--- config.mk ---
export PLATFORM = sky130hd
export DESIGN_NAME = riscv_mc_ctrl
export DESIGN_NICKNAME = d
export VERILOG_FILES = /design/src/rtl/riscv_pkg.sv /design/src/rtl/riscv_alu_dec.sv /design/src/rtl/riscv_mc_ctrl.sv
export SDC_FILE = /design/constraint.sdc
export NUM_CORES = 1
export LEC_CHECK = 0
export CORE_MARGIN = 5
export CORE_UTILIZATION = 30
export CTS_BUF_LIST = sky130_fd_sc_hd__clkbuf_2 sky130_fd_sc_hd__clkbuf_4 sky130_fd_sc_hd__clkbuf_8
export CTS_CLUSTER_DIAMETER = 30
export DETAILED_ROUTE_END_ITERATION = 10
export DONT_BUFFER_PORTS = 1
export PLACE_DENSITY = 0.53
export SLEW_MARGIN = 20
export SYNTH_ARGS = -nofsm -noshare
export SYNTH_HDL_FRONTEND = slang
export SYNTH_SLANG_ARGS = --single-unit
--- constraint.sdc ---
create_clock -name clk_i -period 2.8 [get_ports clk_i]
set_clock_uncertainty 0.05 [all_clocks]
set_input_delay 0.56 -clock clk_i [delete_from_list [all_inputs] [get_ports clk_i]]
set_output_delay 0.56 -clock clk_i [all_outputs]
set_load 0.03 [all_outputs]
--- src/rtl/riscv_pkg.sv ---
`default_nettype none
// ============================================================================
//  Module   : riscv_pkg
//  Purpose  : Shared types and encodings for the multi-cycle RV32 control unit.
//  Revision : 1.0 - initial release
// ============================================================================
package riscv_pkg;

    typedef enum logic [3:0] {
        S_FETCH    = 4'd0,
        S_DECODE   = 4'd1,
        S_MEMADR   = 4'd2,
        S_MEMREAD  = 4'd3,
        S_MEMWRITE = 4'd4,
        S_MEMWB    = 4'd5,
        S_EXECUTER = 4'd6,
        S_EXECUTEI = 4'd7,
        S_ALUWB    = 4'd8,
        S_BEQ      = 4'd9,
        S_JAL      = 4'd10
    } state_e;

    typedef enum logic [1:0] {
        ALUOP_ADD    = 2'b00,
        ALUOP_SUB    = 2'b01,
        ALUOP_DECODE = 2'b10
    } alu_op_e;

    localparam logic [6:0] OP_LW    = 7'b0000011;
    localparam logic [6:0] OP_SW    = 7'b0100011;
    localparam logic [6:0] OP_RTYPE = 7'b0110011;
    localparam logic [6:0] OP_IALU  = 7'b0010011;
    localparam logic [6:0] OP_BEQ   = 7'b1100011;
    localparam logic [6:0] OP_JAL   = 7'b1101111;

    localparam logic [2:0] ALU_ADD = 3'b000;
    localparam logic [2:0] ALU_SUB = 3'b001;
    localparam logic [2:0] ALU_AND = 3'b010;
    localparam logic [2:0] ALU_OR  = 3'b011;
    localparam logic [2:0] ALU_SLT = 3'b101;

    localparam logic [1:0] RES_ALUOUT    = 2'b00;
    localparam logic [1:0] RES_DATA      = 2'b01;
    localparam logic [1:0] RES_ALURESULT = 2'b10;

    localparam logic [1:0] SRCA_PC    = 2'b00;
    localparam logic [1:0] SRCA_OLDPC = 2'b01;
    localparam logic [1:0] SRCA_RD1   = 2'b10;

    localparam logic [1:0] SRCB_RD2  = 2'b00;
    localparam logic [1:0] SRCB_IMM  = 2'b01;
    localparam logic [1:0] SRCB_FOUR = 2'b10;

    localparam logic [1:0] IMM_I = 2'b00;
    localparam logic [1:0] IMM_S = 2'b01;
    localparam logic [1:0] IMM_B = 2'b10;
    localparam logic [1:0] IMM_J = 2'b11;

endpackage
`default_nettype wire

--- src/rtl/riscv_alu_dec.sv ---
`default_nettype none
// ============================================================================
//  Module   : riscv_alu_dec
//  Purpose  : Maps ALU op class and instruction fields to an ALU control code.
//  Revision : 1.0 - initial release
// ============================================================================
module riscv_alu_dec
    import riscv_pkg::*;
(
    input  alu_op_e     alu_op_i,
    input  logic [2:0]  funct3_i,
    input  logic        op5_i,
    input  logic        funct7b5_i,
    output logic [2:0]  alu_control_o
);

    always_comb begin
        alu_control_o = ALU_ADD;
        case (alu_op_i)
            ALUOP_ADD: alu_control_o = ALU_ADD;
            ALUOP_SUB: alu_control_o = ALU_SUB;
            ALUOP_DECODE: begin
                case (funct3_i)
                    // Only register-register forms can encode subtract.
                    3'b000:  alu_control_o = (op5_i && funct7b5_i) ? ALU_SUB : ALU_ADD;
                    3'b010:  alu_control_o = ALU_SLT;
                    3'b110:  alu_control_o = ALU_OR;
                    3'b111:  alu_control_o = ALU_AND;
                    default: alu_control_o = ALU_ADD;
                endcase
            end
            default: alu_control_o = ALU_ADD;
        endcase
    end

endmodule
`default_nettype wire

--- src/rtl/riscv_mc_ctrl.sv ---
`default_nettype none
// ============================================================================
//  Module   : riscv_mc_ctrl
//  Purpose  : Moore FSM sequencing the shared multi-cycle RV32 datapath.
//  Revision : 1.0 - initial release
// ============================================================================
module riscv_mc_ctrl
    import riscv_pkg::*;
#(
    parameter int unsigned XLen = 32
) (
    input  logic        clk_i,
    input  logic        rst_ni,
    input  logic [6:0]  op_i,
    input  logic [2:0]  funct3_i,
    input  logic        funct7b5_i,
    input  logic        zero_i,
    input  logic        mem_ready_i,
    output logic        mem_req_o,
    output logic        mem_write_o,
    output logic        adr_src_o,
    output logic        ir_write_o,
    output logic        pc_write_o,
    output logic        reg_write_o,
    output logic [1:0]  result_src_o,
    output logic [1:0]  alu_src_a_o,
    output logic [1:0]  alu_src_b_o,
    output logic [1:0]  imm_src_o,
    output logic [2:0]  alu_control_o,
    output logic        retire_o,
    output logic        illegal_o
);

    if (XLen != 32) begin : g_xlen_check
        $error("riscv_mc_ctrl: only XLen = 32 is supported");
    end

    state_e  state_q, state_d;
    alu_op_e alu_op;
    logic    mem_req, mem_write, ir_write, pc_write, reg_write, retire, illegal;

    always_ff @(posedge clk_i or negedge rst_ni) begin
        if (!rst_ni) begin
            state_q <= S_FETCH;
        end else begin
            state_q <= state_d;
        end
    end

    always_comb begin
        state_d      = state_q;
        mem_req      = 1'b0;
        mem_write    = 1'b0;
        adr_src_o    = 1'b0;
        ir_write     = 1'b0;
        pc_write     = 1'b0;
        reg_write    = 1'b0;
        retire       = 1'b0;
        illegal      = 1'b0;
        result_src_o = RES_ALUOUT;
        alu_src_a_o  = SRCA_PC;
        alu_src_b_o  = SRCB_RD2;
        alu_op       = ALUOP_ADD;
        case (state_q)
            S_FETCH: begin
                mem_req      = 1'b1;
                alu_src_b_o  = SRCB_FOUR;
                result_src_o = RES_ALURESULT;
                ir_write     = mem_ready_i;
                pc_write     = mem_ready_i;
                if (mem_ready_i) state_d = S_DECODE;
            end
            S_DECODE: begin
                alu_src_a_o = SRCA_OLDPC;
                alu_src_b_o = SRCB_IMM;
                case (op_i)
                    OP_LW, OP_SW: state_d = S_MEMADR;
                    OP_RTYPE:     state_d = S_EXECUTER;
                    OP_IALU:      state_d = S_EXECUTEI;
                    OP_BEQ:       state_d = S_BEQ;
                    OP_JAL:       state_d = S_JAL;
                    default: begin
                        illegal = 1'b1;
                        state_d = S_FETCH;
                    end
                endcase
            end
            S_MEMADR: begin
                alu_src_a_o = SRCA_RD1;
                alu_src_b_o = SRCB_IMM;
                state_d     = (op_i == OP_SW) ? S_MEMWRITE : S_MEMREAD;
            end
            S_MEMREAD: begin
                mem_req   = 1'b1;
                adr_src_o = 1'b1;
                if (mem_ready_i) state_d = S_MEMWB;
            end
            S_MEMWRITE: begin
                mem_req   = 1'b1;
                mem_write = 1'b1;
                adr_src_o = 1'b1;
                retire    = mem_ready_i;
                if (mem_ready_i) state_d = S_FETCH;
            end
            S_MEMWB: begin
                result_src_o = RES_DATA;
                reg_write    = 1'b1;
                retire       = 1'b1;
                state_d      = S_FETCH;
            end
            S_EXECUTER: begin
                alu_src_a_o = SRCA_RD1;
                alu_src_b_o = SRCB_RD2;
                alu_op      = ALUOP_DECODE;
                state_d     = S_ALUWB;
            end
            S_EXECUTEI: begin
                alu_src_a_o = SRCA_RD1;
                alu_src_b_o = SRCB_IMM;
                alu_op      = ALUOP_DECODE;
                state_d     = S_ALUWB;
            end
            S_ALUWB: begin
                reg_write = 1'b1;
                retire    = 1'b1;
                state_d   = S_FETCH;
            end
            S_BEQ: begin
                alu_src_a_o = SRCA_RD1;
                alu_src_b_o = SRCB_RD2;
                alu_op      = ALUOP_SUB;
                pc_write    = zero_i;
                retire      = 1'b1;
                state_d     = S_FETCH;
            end
            S_JAL: begin
                alu_src_a_o = SRCA_OLDPC;
                alu_src_b_o = SRCB_FOUR;
                pc_write    = 1'b1;
                state_d     = S_ALUWB;
            end
            default: state_d = S_FETCH;
        endcase
    end

    // Gate strobes with reset so nothing fires while rst_ni is held low.
    assign mem_req_o   = mem_req   & rst_ni;
    assign mem_write_o = mem_write & rst_ni;
    assign ir_write_o  = ir_write  & rst_ni;
    assign pc_write_o  = pc_write  & rst_ni;
    assign reg_write_o = reg_write & rst_ni;
    assign retire_o    = retire    & rst_ni;
    assign illegal_o   = illegal   & rst_ni;

    always_comb begin
        case (op_i)
            OP_SW:   imm_src_o = IMM_S;
            OP_BEQ:  imm_src_o = IMM_B;
            OP_JAL:  imm_src_o = IMM_J;
            default: imm_src_o = IMM_I;
        endcase
    end

    riscv_alu_dec u_alu_dec (
        .alu_op_i      (alu_op),
        .funct3_i      (funct3_i),
        .op5_i         (op_i[5]),
        .funct7b5_i    (funct7b5_i),
        .alu_control_o (alu_control_o)
    );

endmodule
`default_nettype wire

==> flow_summary.json, run 1 <==
{
  "cap_viol_max_count": 0,
  "crit_chain": "nor2b_1, and2_1, ha_1, nor3_1, buf_4",
  "grt_pass1_wl_um": 3240,
  "top_register": "state_q",
  "async_flop_share": 1.00,
  "grt_start_max_net_pins": 16,
  "min_path_type": "primary input to flip-flop",
  "netlist_area_sq_um": 613,
  "pre_cts_ws_ns": 0.522,
  "synth_top_family_by_area": "simple AND/OR/NAND/NOR gates",
  "synth_compound_area_frac": 0.224,
  "ys_seq_elements": 4,
  "p_comb_frac": 0.732,
  "clock-sinks": 4,
  "cpMaxStageDelayCell": "dfrtp_1",
  "startpoint_type": "flip-flop",
  "final.min_clock_period_ns": 2.53,
  "stdcell_area_sq_um": 778,
  "top_regs": "state_q: 4 flops",
  "multiInputGateArea_sq_um": 469,
  "synth_edf_count": 0,
  "via_count": 714,
  "setup_viol": 0,
  "critPathBufInv": 1,
  "rrSetupSlack_ns": 1.18,
  "dp.cells": 128,
  "cts.path.max_buffers": 2,
  "worst_pin_slew_ns": 0.670,
  "ys_seq_area_frac": 0.163,
  "p_int_uw": 270,
  "p_clk_frac": 0.121,
  "yosysTopAreaCellShare": 0.163,
  "ys.flop_type": "dfrtp_1",
  "avgSynthCellArea_sq_um": 6.81,
  "fin_crit_sh": 0.902,
  "fmax_ghz": 0.396,
  "viasPerCell": 5.41,
  "cts_resized": 0,
  "drtPass1Iterations": 4,
  "drive_gt1_frac": 0.219,
  "cp.arrival_ns": 1.92,
  "synth_fp_nets": 107,
  "synthAdderAreaFrac": 0.0408,
  "critPathMaxFanout": 13,
  "finalWorstSetupSlack_ns": 0.273,
  "leakagePower_uw": 0.000348,
  "synth_top_area_cell": "dfrtp_1",
  "ys_warn_count": 0,
  "hold_viol": 0,
  "clk_latency_ns": 0.23,
  "nFillCells": 237,
  "ys_top_cells_by_area": "dfrtp_1 16%, nor3_1 6.5%, a21oi_1 4.9%",
  "placed_area_sq_um": 746,
  "antennaDiodeCount": 0,
  "required_ns": 2.19,
  "numCtsBuffers": 3,
  "fin_cells": 132,
  "area_delta_synth_final_pct": 26.9,
  "synth.area.mux_share": 0,
  "p_per_area_mw_per_mm2": 748,
  "max_stage_delay_ns": 0.58,
  "io_pins": 34,
  "cp-end-kind": "output port",
  "largest_reg_flops": 4,
  "syn_inst": 90,
  "ys_types": 35,
  "antenna_found_initial": 0,
  "rsz0062_at_grt": "false",
  "grt_pass1_vias": 740,
  "nNetsFinal": 124,
  "tritoncts": "done",
  "switching_share": 0.535,
  "overflow": 0,
  "clkTransAtPathRegs_ns": 0.04,
  "dr.first_iter.drc_count": 17,
  "coreArea_sq_mm": 0.00196,
  "fp-row-count": 16,
  "drv_slew": 0,
  "hpwlAfterDp_um": 1420,
  "ir_drop_v": 0.000278,
  "synth_xor_area_frac": 0.0286,
  "root_buffer": "clkbuf_4",
  "ff_latch_area_sq_um": 100,
  "seq_power_share": 0.148,
  "die-area_sq_mm": 0.00305,
  "die_width_um": 55.2,
  "h-tree-depth": 1,
  "wl_um": 1810,
  "finalSetupTns_ns": 0,
  "critPathKind": "flip-flop to output port",
  "synthTopCellsByCount": "8 x nand2_1, 8 x nor3_1, 7 x nor2_1",
  "whs_ns": 0.434,
  "ant_nets": 0,
  "port_buffers": 0,
  "routedWlPerCell_um": 13.7,
  "fp.dieH_um": 55.2,
  "drc": 0,
  "outcome": "finished clean",
  "synthSimpleGateAreaFrac": 0.471,
  "start_util": 0.312,
  "switchingPower_uw": 312,
  "gp_congestion": 0.784,
  "grt_util_all_layers": 0.126,
  "max-slew-margin-rel": 0.555,
  "cp_top_family": "simple AND/OR/NAND/NOR gates"
}
==> per-layer routing <==
metal / part of all wire / up-vias / global-route usage
met5: 0 / - / 0
met4: 0.011 / 0 / 0.0521
met3: 0.070 / 2 / 0.0420
met2: 0.44 / 24 / 0.199
met1: 0.48 / 327 / 0.155
li1: - / 361 / -
==> kinds of logic (layout without fill, tap and decap cells) <==
family | Yosys count | count (layout)
AND/OR/NAND/NOR | 49 | 49
adder cells (fa/ha/maj) | 2 | 2
XOR/XNOR | 2 | 2
flip-flops | 4 | 4
AO/OA/AOI/OAI | 22 | 22
buffers and inverters | 11 | 26
==> power groups by stage <==
stage	Clock, uW	Combinational [uW]	Sequential (uW)
floorplan	0	314	87.5
global placement	0	421	86.1
detailed placement	0	423	86.7
CTS	73.8	427	86.0
global route	78.2	465	88.9
finish	70.1	426	85.9
==> worst paths after layout <==
| kind | from | to | cells past startpoint |
|---|---|---|---|
| setup / recovery | state_q[2] | alu_control_o[1] | 5 |
| hold / removal | op_i[0] | state_q[0] | 2 |
| setup reg to reg | state_q[3] | state_q[2] | 4 |
| hold reg to reg | state_q[1] | state_q[1] | 2 |
| max in group asynchronous | rst_ni | state_q[2] | 1 |
| min in group asynchronous | rst_ni | state_q[1] | 1 |
==> area by class of cell <==
cell class / instances / area share
clock buffer: 3 / 0.0289
inverter: 6 / 0.0289
multi-input combinational: 75 / 0.603
sequential: 4 / 0.129
tap: 27 / 0.0434
timing repair buffer: 17 / 0.167
==> what timing repair did <==
action	CTS	global route
hold buffers	1	0
setup endpoints to repair	0	0
endpoints found under the hold margin	4	0
setup buffers	0	0
==> cells in the final DEF (no fill, tap or decap), drive strengths merged <==
cell type    synthesis  final
a21oi                6      6
and2                 1      1
buf                  2     16
or3                  2      2
dfrtp                4      4
o21ai                5      5
o22ai                1      1
o211ai               1      1
xor2                 2      2
nor4                 1      1
a311oi               1      1
a32oi                1      1
nor3b                3      3
a22oi                1      1
nand3                5      5
and3b                1      1
o2bb2ai              1      1
nor4b                1      1
nor2b                4      4
nand2                8      8
and3                 4      4
inv                  6      6
ha                   2      2
nand4b               1      1
clkbuf               3      3
nand3b               1      1
a31oi                3      3
o31ai                1      1
nor2                 7      7
nand2b               1      1
dlygate4sd3          0      1
nor3                 9      9
a31o                 1      1
==> per-stage QoR <==
| step | util | power (uW) |
|---|---|---|
| final | 0.397 | 582 |
| after global routing | 0.397 | 632 |
| after CTS | 0.397 | 587 |
| after detailed placement | 0.380 | 510 |
| after global placement | 0.380 | 508 |
| after floorplan | - | 401 |
(Power assumes the default switching activity.)
==> run 2, diff against run 1 <==
--- a/config.mk
+++ b/config.mk
@@ -12,6 +12,7 @@
 export DETAILED_ROUTE_END_ITERATION = 10
 export DONT_BUFFER_PORTS = 1
 export PLACE_DENSITY = 0.53
+export REMOVE_ABC_BUFFERS = 1
 export SLEW_MARGIN = 20
 export SYNTH_ARGS = -nofsm -noshare
 export SYNTH_HDL_FRONTEND = slang
==> flow_summary.json, run 2 (same netlist as run 1, synthesis figures left out) <==
{
  "ir_drop_v": 0.000468,
  "cts_setup_buffers": 0,
  "cpMaxStageDelayCell": "dfrtp_1",
  "drive_gt1_frac": 0.219,
  "antenna_found_initial": 0,
  "cp-end-kind": "output port",
  "cts_resized": 0,
  "start_util": 0.312,
  "top_regs": "state_q: 4 flops",
  "port_buffers": 0,
  "setup_viol": 0,
  "pre_cts_ws_ns": 0.542,
  "nNetsFinal": 124,
  "cp.arrival_ns": 1.94,
  "largest_reg_flops": 4,
  "fin_cells": 132,
  "whs_ns": 0.433,
  "h-tree-depth": 1,
  "io_pins": 34,
  "drv_slew": 0,
  "viasPerCell": 5.39,
  "min_path_type": "primary input to flip-flop",
  "overflow": 0,
  "fmax_ghz": 0.392,
  "cap_viol_max_count": 0,
  "required_ns": 2.19,
  "grt_start_max_net_pins": 16,
  "ant_nets": 0,
  "rsz0062_at_grt": "false",
  "cts.path.max_buffers": 2,
  "drtPass1Iterations": 4,
  "finalWorstSetupSlack_ns": 0.248,
  "drc": 0,
  "crit_chain": "nor2b_1, and2_1, ha_1, nor3_1, buf_4",
  "startpoint_type": "flip-flop",
  "nFillCells": 232,
  "critPathKind": "flip-flop to output port",
  "numCtsBuffers": 3,
  "critPathMaxFanout": 13,
  "finalSetupTns_ns": 0,
  "clk_latency_ns": 0.24,
  "dr.first_iter.drc_count": 29,
  "p_per_area_mw_per_mm2": 756,
  "final_cell_mix": "16 x buf_4, 8 x nor3_1, 8 x nand2_1, 7 x nor2_1",
  "leakagePower_uw": 0.000348,
  "fp-row-count": 16,
  "coreArea_sq_mm": 0.00196,
  "worst_pin_slew_ns": 0.674,
  "stdcell_area_sq_um": 778,
  "antennaDiodeCount": 0,
  "tritoncts": "done",
  "top_register": "state_q",
  "grt_util_all_layers": 0.116,
  "root_buffer": "clkbuf_4",
  "fp.dieH_um": 55.2,
  "via_count": 712,
  "hpwlAfterDp_um": 1460,
  "fin_crit_sh": 0.912,
  "area_delta_synth_final_pct": 26.9,
  "max-slew-margin-rel": 0.552,
  "outcome": "finished clean",
  "die_width_um": 55.2,
  "hold_viol": 0,
  "placed_area_sq_um": 746,
  "grt_pass1_vias": 652,
  "dp.cells": 128,
  "die-area_sq_mm": 0.00305,
  "grt_pass1_wl_um": 2990,
  "max_stage_delay_ns": 0.58,
  "clkTransAtPathRegs_ns": 0.04,
  "clock-sinks": 4,
  "wl_um": 1840,
  "holdBufCountCts": 1,
  "gp_congestion": 0.763,
  "layout_commonest_cell": "buf_4",
  "routedWlPerCell_um": 13.9,
  "final.min_clock_period_ns": 2.55
}
run 2: power breakdown:
group / switching [uW] / internal, uW / total [uW]
Clock: 25.6 / 48.1 / 73.7
Sequential: 17.4 / 70.0 / 87.4
Combinational: 275 / 152 / 427
Total: 318 / 270 / 588
run 2: layout make-up:
cell class	instances	area (sq um)	share of cell area
multi-input combinational	75	469	0.603
tap	27	33.8	0.0434
sequential	4	100	0.129
inverter	6	22.5	0.0289
timing repair buffer	17	130	0.167
clock buffer	3	22.5	0.0289
run 2: critical path, delay by kind of cell, from the launching register on:
family | cells | cell delay [ns]
simple gates | 3 | 0.68
flops | 1 | 0.58
fa+ha+maj | 1 | 0.25
buf+inv | 1 | 0.19
run 2: final timing paths:
check | start | to | slack (ns) | depth (start not counted)
max | state_q[2] | alu_control_o[1] | 0.25 | 5
min | op_i[0] | state_q[0] | 0.43 | 2
max reg2reg | state_q[1] | state_q[2] | 1.26 | 4
min reg2reg | state_q[3] | state_q[2] | 0.66 | 1
max in group asynchronous | rst_ni | state_q[3] | 1.97 | 1
min in group asynchronous | rst_ni | state_q[2] | 0.55 | 1
run 2: metal layers:
metal  GRT usage  wire [um]  up-vias
li1            -          -      362
met1       0.149        788      316
met2       0.172        802       32
met3      0.0443        225        2
met4      0.0521         19        0
met5           0          0        -
run 2: stage by stage:
stage / total power, uW / utilization
floorplan: 389 / -
global placement: 513 / 0.380
detailed placement: 514 / 0.380
CTS: 592 / 0.397
global route: 635 / 0.397
finish: 588 / 0.397
==> run 3, diff against run 2 <==
--- a/config.mk
+++ b/config.mk
@@ -5,6 +5,7 @@
 export SDC_FILE = /design/constraint.sdc
 export NUM_CORES = 1
 export LEC_CHECK = 0
+export ABC_AREA = 1
 export CORE_MARGIN = 5
 export CORE_UTILIZATION = 30
 export CTS_BUF_LIST = sky130_fd_sc_hd__clkbuf_2 sky130_fd_sc_hd__clkbuf_4 sky130_fd_sc_hd__clkbuf_8
==> flow_summary.json, run 3 <==
{
  "leakagePower_uw": 0.000401,
  "cts_setup_buffers": 0,
  "dr.first_iter.drc_count": 19,
  "top_register": "state_q",
  "clk_latency_ns": 0.23,
  "critPathBufInv": 1,
  "fin_crit_sh": 0.854,
  "startpoint_type": "flip-flop",
  "layout_commonest_cell": "nand2_1",
  "gp_congestion": 0.802,
  "finalWorstSetupSlack_ns": 0.408,
  "synth_top_area_cell": "nand2_1",
  "via_count": 671,
  "viasPerCell": 4.69,
  "synth.most_common_cell": "nand2_1",
  "top_regs": "state_q: 4 flops",
  "ys.flop_type": "dfrtp_1",
  "nFillCells": 216,
  "avgSynthCellArea_sq_um": 5.29,
  "antennaDiodeCount": 0,
  "async_flop_share": 1.00,
  "grt_util_all_layers": 0.116,
  "critPathMaxFanout": 6,
  "ys_seq_area_frac": 0.177,
  "ys_seq_elements": 4,
  "setup_viol": 0,
  "drv_slew": 0,
  "fin_cells": 143,
  "coreArea_sq_mm": 0.00176,
  "max-slew-margin-rel": 0.627,
  "p_per_area_mw_per_mm2": 975,
  "antenna_found_initial": 0,
  "synthTopCellsByCount": "35 x nand2_1, 19 x inv_1, 16 x nor2_1",
  "cp-end-kind": "output port",
  "tritoncts": "done",
  "die-area_sq_mm": 0.00285,
  "clock-sinks": 4,
  "rsz0062_at_grt": "false",
  "die_width_um": 53.4,
  "routedWlPerCell_um": 10.9,
  "numCtsBuffers": 3,
  "grt_start_max_net_pins": 7,
  "fp-row-count": 15,
  "netlist_area_sq_um": 566,
  "start_util": 0.321,
  "final.min_clock_period_ns": 2.39,
  "critPathKind": "flip-flop to output port",
  "hold_viol": 0,
  "cp_top_family": "simple AND/OR/NAND/NOR gates",
  "min_path_type": "primary input to flip-flop",
  "worst_pin_slew_ns": 0.558,
  "fp.dieH_um": 53.4,
  "finalCoreUtilization": 0.387,
  "grt_pass1_vias": 601,
  "syn_inst": 107,
  "fmax_ghz": 0.418,
  "io_pins": 34,
  "overflow": 0,
  "ys_top_cells_by_area": "nand2_1 23%, dfrtp_1 18%, inv_1 13%",
  "ant_nets": 0,
  "clkTransAtPathRegs_ns": 0.03,
  "drtPass1Iterations": 4,
  "cts.path.max_buffers": 2,
  "cpMaxStageDelayCell": "nor2_1",
  "area_delta_synth_final_pct": 20.6,
  "root_buffer": "clkbuf_4",
  "grt_pass1_wl_um": 2450,
  "largest_reg_flops": 4,
  "dp.cells": 139,
  "finalSetupTns_ns": 0,
  "crit_chain": "nor2_1, nand2_1, inv_1, nand2_1, nor2_1",
  "pre_cts_ws_ns": 0.637,
  "port_buffers": 0,
  "yosysTopAreaCellShare": 0.232,
  "final_cell_mix": "35 x nand2_1, 19 x inv_1, 16 x nor2_1, 12 x nand3_1, 7 x buf_4",
  "cap_viol_max_count": 0,
  "drive_gt1_frac": 0.136,
  "hpwlAfterDp_um": 1360,
  "ys_warn_count": 0,
  "required_ns": 2.19,
  "wl_um": 1550,
  "synth_edf_count": 0,
  "outcome": "finished clean",
  "nNetsFinal": 137,
  "drc": 0,
  "max_stage_delay_ns": 0.44,
  "cp.arrival_ns": 1.78,
  "ir_drop_v": 0.000381,
  "h-tree-depth": 1,
  "ys_types": 17
}
-- run 3: layout make-up --
type | instances | area (sq um) | share of cell area
flip-flops and latches | 4 | 100 | 0.147
repair buffers | 8 | 62.6 | 0.0917
inverters | 20 | 75.1 | 0.110
well taps | 25 | 31.3 | 0.0459
clock buffers | 3 | 22.5 | 0.0330
multi-input cells | 83 | 390 | 0.572
-- run 3: through the flow --
step / power [uW] / area, sq um / hold WS [ns]
after floorplan: 505 / 566 / 0.214
after global placement: 600 / 649 / 0.215
after detailed placement: 601 / 649 / 0.215
after CTS: 676 / 682 / 0.474
after global routing: 730 / 682 / 0.481
final: 665 / 682 / 0.485
-- run 3: final timing paths --
kind | start | to | slack, ns | cells past startpoint
hold reg to reg | state_q[1] | state_q[0] | 0.60 | 2
min in group asynchronous | rst_ni | state_q[2] | 0.55 | 1
hold / removal | mem_ready_i | state_q[2] | 0.48 | 3
max in group asynchronous | rst_ni | state_q[1] | 1.99 | 1
setup / recovery | state_q[1] | ir_write_o | 0.41 | 5
setup reg to reg | state_q[1] | state_q[2] | 1.49 | 6
-- run 3: worst min-delay path: stages --
cell	delay [ns]
inv_1	0.05
nand2_1	0.07
nand2_1	0.05
-- run 3: logic make-up (layout without fill, tap and decap cells) --
group / Yosys count / in the layout / synth area share
DFF: 4 / 4 / 0.177
buffers and inverters: 20 / 31 / 0.133
adders and majority gates: 2 / 2 / 0.0442
and+or+nand+nor: 72 / 72 / 0.555
AOI/OAI and AO/OA: 9 / 9 / 0.0907
-- run 3: what timing repair did --
action / 4_1_cts / 5_1_grt
hold buffers: 1 / 0
hold endpoints to repair: 4 / 0
gates resized for setup: 0 / 0
-- run 3: routing by layer --
metal	GRT usage	part of all wire
met3	0.0366	0.073
met1	0.131	0.43
met2	0.198	0.50
met5	0	0
met4	0.0511	0
-- run 3: where the power goes --
part / switching, uW / leakage (uW) / internal, uW / total, uW
combinational: 380 / 0.000334 / 116 / 496
clock: 20.0 / 0.0000138 / 47.7 / 67.7
sequential: 23.5 / 0.0000535 / 77.5 / 101
total: 423 / 0.000401 / 242 / 665
